===== src/rtl/mem_stage.sv =====
// Memory stage: issues the data-memory access for the EX/MEM instruction over a
// req/ack handshake, stalls upstream while it is outstanding, and loads MEM/WB.
module mem_stage #(
  parameter int unsigned TIMEOUT_CYCLES = 16
) (
  input  logic        clk,
  input  logic        reset,
  input  logic        mem_re_in,
  input  logic        mem_we_in,
  input  logic        reg_file_write_in,
  input  logic        branch_in,
  input  logic [1:0]  select_mux_2_in,
  input  logic [1:0]  select_mux_4_in,
  input  logic [31:0] reg_b_in,
  input  logic [31:0] alu_in,
  input  logic [31:0] add_pc_in,
  output logic        dmem_req,
  output logic        dmem_we,
  output logic [31:0] dmem_addr,
  output logic [31:0] dmem_wdata,
  input  logic [31:0] dmem_rdata,
  input  logic        dmem_ack,
  output logic        stall_out,
  output logic        pcsrc_out,
  output logic [1:0]  select_mux_2_out,
  output logic [31:0] branch_target_out,
  output logic        reg_file_write_out,
  output logic [1:0]  select_mux_4_out,
  output logic [31:0] read_data_out,
  output logic [31:0] alu_out,
  output logic [31:0] add_pc_out,
  output logic        mem_fault_out
);

  typedef enum logic [1:0] {IDLE, WAIT, DONE} state_t;

  // Value of the wait counter during the last WAIT cycle before the abort.
  localparam logic [7:0] LAST_WAIT = 8'(TIMEOUT_CYCLES - 1);

  state_t      state_q;
  logic [7:0]  wait_cnt_q;
  logic [31:0] rbuf_q;
  logic        timeout_q;
  logic        req_q, we_q;
  logic [31:0] addr_q, wdata_q;
  logic        wr_q;
  logic [1:0]  sel4_q;
  logic [31:0] rdata_q, alu_q, add_pc_q;
  logic        fault_q;

  logic access, illegal;

  assign access  = mem_re_in ^ mem_we_in;
  assign illegal = mem_re_in & mem_we_in;

  assign stall_out         = ((state_q == IDLE) && access) || (state_q == WAIT);
  assign pcsrc_out         = branch_in;
  assign select_mux_2_out  = select_mux_2_in;
  assign branch_target_out = add_pc_in;

  assign dmem_req           = req_q;
  assign dmem_we            = we_q;
  assign dmem_addr          = addr_q;
  assign dmem_wdata         = wdata_q;
  assign reg_file_write_out = wr_q;
  assign select_mux_4_out   = sel4_q;
  assign read_data_out      = rdata_q;
  assign alu_out            = alu_q;
  assign add_pc_out         = add_pc_q;
  assign mem_fault_out      = fault_q;

  // NOTE: state is updated with non-blocking assignments so every branch below
  // reads the pre-edge values, regardless of statement order.
  always_ff @(posedge clk or posedge reset) begin
    if (reset) begin
      state_q    <= IDLE;
      wait_cnt_q <= '0;
      rbuf_q     <= '0;
      timeout_q  <= 1'b0;
      req_q      <= 1'b0;
      we_q       <= 1'b0;
      addr_q     <= '0;
      wdata_q    <= '0;
      wr_q       <= 1'b0;
      sel4_q     <= '0;
      rdata_q    <= '0;
      alu_q      <= '0;
      add_pc_q   <= '0;
      fault_q    <= 1'b0;
    end else begin
      case (state_q)
        IDLE: begin
          if (access) begin
            req_q      <= 1'b1;
            we_q       <= mem_we_in;
            addr_q     <= alu_in;
            wdata_q    <= reg_b_in;
            wait_cnt_q <= '0;
            timeout_q  <= 1'b0;
            wr_q       <= 1'b0;
            state_q    <= WAIT;
          end else begin
            // Illegal re&we still retires, but never writes the register file.
            wr_q     <= reg_file_write_in & ~illegal;
            sel4_q   <= select_mux_4_in;
            rdata_q  <= '0;
            alu_q    <= alu_in;
            add_pc_q <= add_pc_in;
            if (illegal) fault_q <= 1'b1;
          end
        end
        WAIT: begin
          wr_q <= 1'b0;
          if (dmem_ack) begin
            rbuf_q  <= we_q ? 32'h0 : dmem_rdata;
            req_q   <= 1'b0;
            we_q    <= 1'b0;
            state_q <= DONE;
          end else begin
            wait_cnt_q <= wait_cnt_q + 8'd1;
            if (wait_cnt_q == LAST_WAIT) begin
              req_q     <= 1'b0;
              we_q      <= 1'b0;
              rbuf_q    <= '0;
              timeout_q <= 1'b1;
              fault_q   <= 1'b1;
              state_q   <= DONE;
            end
          end
        end
        DONE: begin
          wr_q     <= reg_file_write_in & ~timeout_q;
          sel4_q   <= select_mux_4_in;
          rdata_q  <= rbuf_q;
          alu_q    <= alu_in;
          add_pc_q <= add_pc_in;
          state_q  <= IDLE;
        end
        default: state_q <= IDLE;
      endcase
    end
  end

endmodule

===== config.mk =====
export PLATFORM = sky130hd
export DESIGN_NAME = mem_stage
export DESIGN_NICKNAME = d
export VERILOG_FILES = /design/src/rtl/mem_stage.sv
export SDC_FILE = /design/constraint.sdc
export NUM_CORES = 1
export LEC_CHECK = 0
export BUFFER_PORTS_ARGS = -buffer_cell sky130_fd_sc_hd__clkbuf_2
export CORE_MARGIN = 5
export CORE_UTILIZATION = 48
export CTS_CLUSTER_DIAMETER = 50
export DETAILED_ROUTE_END_ITERATION = 6
export GPL_TIMING_DRIVEN = 1
export PLACE_DENSITY = 0.78
export REMOVE_ABC_BUFFERS = 1
export SLEW_MARGIN = 20
export SYNTH_ARGS = -nofsm -noshare
export SYNTH_HDL_FRONTEND = slang
export SYNTH_SLANG_ARGS = --single-unit

===== constraint.sdc =====
create_clock -name clk -period 8.58 [get_ports clk]
set_input_delay 0.429 -clock clk [delete_from_list [all_inputs] [get_ports clk]]
set_output_delay 0.429 -clock clk [all_outputs]
set_load 0.01 [all_outputs]

* Word level (Yosys, flattened, before mapping)
Index checks and enable logic that the tools add are counted.
Cells by class: reductions and logical operators 15, equal/unequal tests 9, muxes and demuxes 33, add/subtract/negate cells 1, bitwise operators 6
Operators by type and width (number):
- 32-bit two-way mux | 6
- 32-bit one-hot mux with 2 select lines | 3
- 8-bit two-way mux | 2
- 8-bit one-hot mux with 2 select lines | 1
- 1-bit two-way mux | 10
- 8-bit by 1-bit adder with 8-bit output, second input constant | 1
- 8-bit by 4-bit equality test with 1-bit output, second input constant | 1
- 2-bit two-way mux | 4
- 2-bit inequality test, second input constant | 4
- 1-bit one-hot mux with 2 select lines | 4
- 2-bit one-hot mux with 2 select lines | 2
- 2-bit AND reduction | 4
- 3-bit AND reduction | 2
- 2-bit nonzero test | 3
- 5-bit AND reduction | 1
- 4-bit AND reduction | 1
- 1-bit AND | 3
- 3-bit by 2-bit inequality test with 1-bit output, second input constant | 1
- 1-bit one-hot mux with 3 select lines | 1
- 3-bit nonzero test | 1
- 2-bit by 1-bit equality test with 1-bit output, second input constant | 1
- 2-bit equality test, second input constant | 1
- 2-bit zero test | 1
- 2-bit by 1-bit inequality test with 1-bit output, second input constant | 1
- other kinds (4) | 5
Word-level totals: word-level logic and storage cells 78, output and inout port bits 202, flip-flop bits (word level) 209, input port bits 139

* Logic depth before layout (Yosys ltp)
word-level depth 5, depth in mapped cells 8, mapped depth without buffers 6

* Worst setup path before layout
No wires, ideal clock.
kind input-to-output, from input port mem_re_in, to output port stall_out, path slack 6.666 ns, arrival 1.485 ns, cell stages on the path 5, buffers on the path 2, required time 8.151 ns, cells stage by stage ha_1 nand2_1 buf_2 buf_2 nand2b_1
Between the ends: word-level cells in the longest chain between the ends 3
RTL lines:
- from (decl) | line 8 | input logic mem_re_in,
- 1-bit bitwise XOR | line 53 | assign access = mem_re_in ^ mem_we_in;
- 1-bit logical AND | line 56 | assign stall_out = ((state_q == IDLE) && access) || (state_q == WAIT);
- 1-bit logical OR | line 56
- to (decl) | line 23 | output logic stall_out,
Every way passes these cells.

* Worst setup path after layout
from register state_q[0], to output port stall_out
Between the ends: word-level cells in the longest chain between the ends 3, elaborated cells on any way between the ends 4
RTL lines:
- from (decl) | line 40 | state_t state_q;
- from (signal assigned) | line 76 | state_q <= IDLE;
- from (signal assigned) | line 101 | state_q <= WAIT;
- from (signal assigned) | line 118 | state_q <= DONE;
- 2-bit zero test | line 56
- 1-bit logical AND | line 56
- 1-bit logical OR (*) | line 56
Mark *: on every way between the ends. The rest lies on a longest branch, timed or not.

==> results.sh <==
export IMPL_cts_buffers=23
export IMPL_ctsHoldBuffers=0
export IMPL_synth_ff_type="dfrtp_1"
export IMPL_cts_root_buffer="clkbuf_16"
export IMPL_whs_ps=69.96
export IMPL_slew_violations=0
export IMPL_cts_resized=0
export IMPL_num_rows=48
export IMPL_die_area_um2=19960
export IMPL_drv_cap=0
export IMPL_via_per_inst=5.133
export IMPL_drive_gt1_share_pct=49.77
export IMPL_power_leakage_nw=5.423
export IMPL_synth_seq_cells=209
export IMPL_wirelength_um=20180
export IMPL_p_int_w=0.002862
export IMPL_setup_viol=0
export IMPL_io_buffers=334
export IMPL_gp_congestion=0.8006
export IMPL_worst_pin_slew_ps=943.0
export IMPL_syn_instance_count=553
export IMPL_p_comb_share_pct=38.1
export IMPL_fmax_ghz=0.3533
export IMPL_cts_tree="yes"
export IMPL_grt_pass1_wl_um=31700
export IMPL_min_delay_path_class="in2async"
export IMPL_setup_ws_ps=5750
export IMPL_dp_cells=1051
export IMPL_worstSetupPathType="reg2out"
export IMPL_peakVddDrop_uv=224.0
export IMPL_die_y_um=141.3
export IMPL_finalNetCount=996
export IMPL_ys_warn_count=0
export IMPL_die_width_um=141.3
export IMPL_cp_arrival_ps=2400
export IMPL_clock_power_share_pct=23.0
export IMPL_yosysSeqAreaShare_pct=63.22
export IMPL_ant_nets=0
export IMPL_cts_buffer_depth=3
export IMPL_crit_path_end_kind="output pin"
export IMPL_grt_max_degree=135
export IMPL_num_vias=5610
export IMPL_crit_required_ps=8150
export IMPL_overflow=0
export IMPL_worstPathMaxFanout=68
export IMPL_initial_core_util_pct=48.33
export IMPL_tns_ps=0
export IMPL_post_place_ws_ps=5930
export IMPL_finalPower_w=0.004392
export IMPL_diodes=0
export IMPL_finalClockSkew_ps=10.15
export IMPL_hold_viol=0
export IMPL_synth_edf_count=0
export IMPL_antenna_found_initial=0
export IMPL_clk_latency_ps=500
export IMPL_core_area_um2=17120
export IMPL_max_slew_margin_rel_pct=37.14
export IMPL_wl_per_cell_um=18.46
export IMPL_syn_to_final_growth_pct=28.99
export IMPL_dp_final_hpwl_um=14540
export IMPL_drt_first_pass_iters=4
export IMPL_ys_types=41
export IMPL_powerDensity_nw_per_um2=411.6
export IMPL_synthArstFlopShare_pct=100.0
export IMPL_syn_cell_area_um2=8273
export IMPL_fin_crit_ps=2830
export IMPL_grt_pass1_vias=5906
export IMPL_rsz0062_at_grt="false"
export IMPL_fin_cells=1093
export IMPL_post_cts_buffers=0
export IMPL_p_sw_w=0.001531
export IMPL_clk_pin_slew_worst_paths_ps=60
export IMPL_track_usage_pct=19.52
export IMPL_num_fill_cells=1328
export IMPL_cts_sinks=209
export IMPL_multi_input_area_um2=2597
export IMPL_start_kind="flop"
export IMPL_drt_iter0_markers=163
export IMPL_seqPwrFrac_pct=38.9
export IMPL_post_route_drc_count=0
export IMPL_syn_area_per_cell_um2=14.96
export IMPL_outcome="completed"
export IMPL_htreeDepth=1
export IMPL_period_share_pct=32.99
export IMPL_p_sw_share_pct=34.85
export IMPL_io_pins=341
export IMPL_regArea_um2=5230
stage by stage:
step	area (um^2)	util, %
6_report	10670	62.35
3_3_place_gp	9848	57.54
3_5_place_dp	9876	57.70
5_1_grt	10670	62.35
4_1_cts	10670	62.35
2_1_floorplan	7840	-
Yosys cell counts (2+ instances only):
cell	instances	area, um^2
mux2_1	88	991.0
buf_4	35	262.8
mux2_2	43	484.2
dfrtp_1	209	5230
nand2_1	8	30.03
nand2b_1	4	25.02
a21o_1	2	15.01
and3b_1	2	17.52
buf_2	16	80.08
o21ai_1	2	10.01
buf_6	4	45.04
o21ai_0	7	35.03
nand3_1	2	10.01
nor3_1	2	10.01
a22o_1	68	595.6
inv_1	6	22.52
a21oi_1	6	30.03
ha_1	6	75.07
nor2_1	10	37.54
xnor2_1	2	17.52
clkbuf_1	11	41.29
cell type report:
class	count	area share, %
clock buffers	30	6.015
flip-flops and latches	209	49.01
well taps	225	2.638
multi-input cells	271	24.34
inverters	6	0.2814
clock inverters	12	1.442
repair buffers	340	16.27
power groups by stage:
stage / combinational, W / clock [W] / sequential, W
finish: 0.00167 / 0.00101 / 0.00171
global route: 0.00181 / 0.00108 / 0.00177
CTS: 0.00171 / 0.00104 / 0.00171
detailed placement: 0.00170 / 0 / 0.00172
global placement: 0.00164 / 0 / 0.00170
floorplan: 0.000807 / 0 / 0.00187
worst max-delay path, cell delays in order, from the launching register on:
cell	delay, ps
dfrtp_1	370
inv_1	90
ha_1	340
nand2_2	150
buf_4	670
nand2b_1	110
clkbuf_2	160
cells by family (layout without fill, tap and decap cells):
kind of cell	Yosys count	count (layout)	share of synthesized area [%]
flops	209	209	63.22
buf+inv	73	388	5.505
mux	132	132	18.00
simple gates	37	37	2.526
xor+xnor	2	2	0.2118
compound gates	94	94	9.634
fa+ha+maj	6	6	0.9074
sequential cells by signal, indices dropped and copies added, names as in the netlist:
register and cells:
dmem_addr 32, wait_cnt_q 8, state_q 2, dmem_req 1
read_data_out 32, select_mux_4_out 2, rbuf_q 32, mem_fault_out 1
timeout_q 1, dmem_wdata 32, alu_out 32, dmem_we 1
reg_file_write_out 1, add_pc_out 32
final timing paths:
check                                                from                          to  slack (ps)  depth (start not counted)
worst max-delay path               state_q[0]$_DFFE_PP0P_                   stall_out        5750                          6
worst min-delay path                                reset   add_pc_out[0]$_DFFE_PP0P_          70                          2
worst max register to register     state_q[0]$_DFFE_PP0P_   add_pc_out[3]$_DFFE_PP0P_        5950                          5
worst min register to register  mem_fault_out$_DFFE_PP0P_   mem_fault_out$_DFFE_PP0P_         480                          1
max in group asynchronous                           reset  add_pc_out[17]$_DFFE_PP0P_        6890                          3
min in group clk                              reg_b_in[7]   dmem_wdata[7]$_DFFE_PP0P_         140                          2
per-layer routing:
metal | vias to the layer above | part of all wire [%] | GRT usage (%)
li1 | 2575 | - | -
met1 | 2768 | 38 | 23.38
met2 | 226 | 52 | 35.09
met3 | 41 | 7.6 | 4.348
met4 | 0 | 2.6 | 6.068
met5 | - | 0 | 0
cells in the final DEF, fill, tap and decap left out, types with 2 or more instances in the layout:
cell type and count:
clkbuf_2 334, dfrtp_1 209, mux2_1 88, a22o_1 68
mux2_2 43, clkbuf_16 23, nor2_1 10, o21ai_0 7
nand2_1 7, a21oi_1 6, ha_1 6, inv_1 5
buf_4 5, nand2b_1 4, clkbuf_8 4, clkinv_2 4
clkbuf_1 3, clkinv_4 3, bufinv_16 3, and3b_1 2
nor3_1 2, o21ai_1 2, nand3_1 2, a21o_1 2
xnor2_1 2, inv_6 2
(Power assumes the default switching activity.)
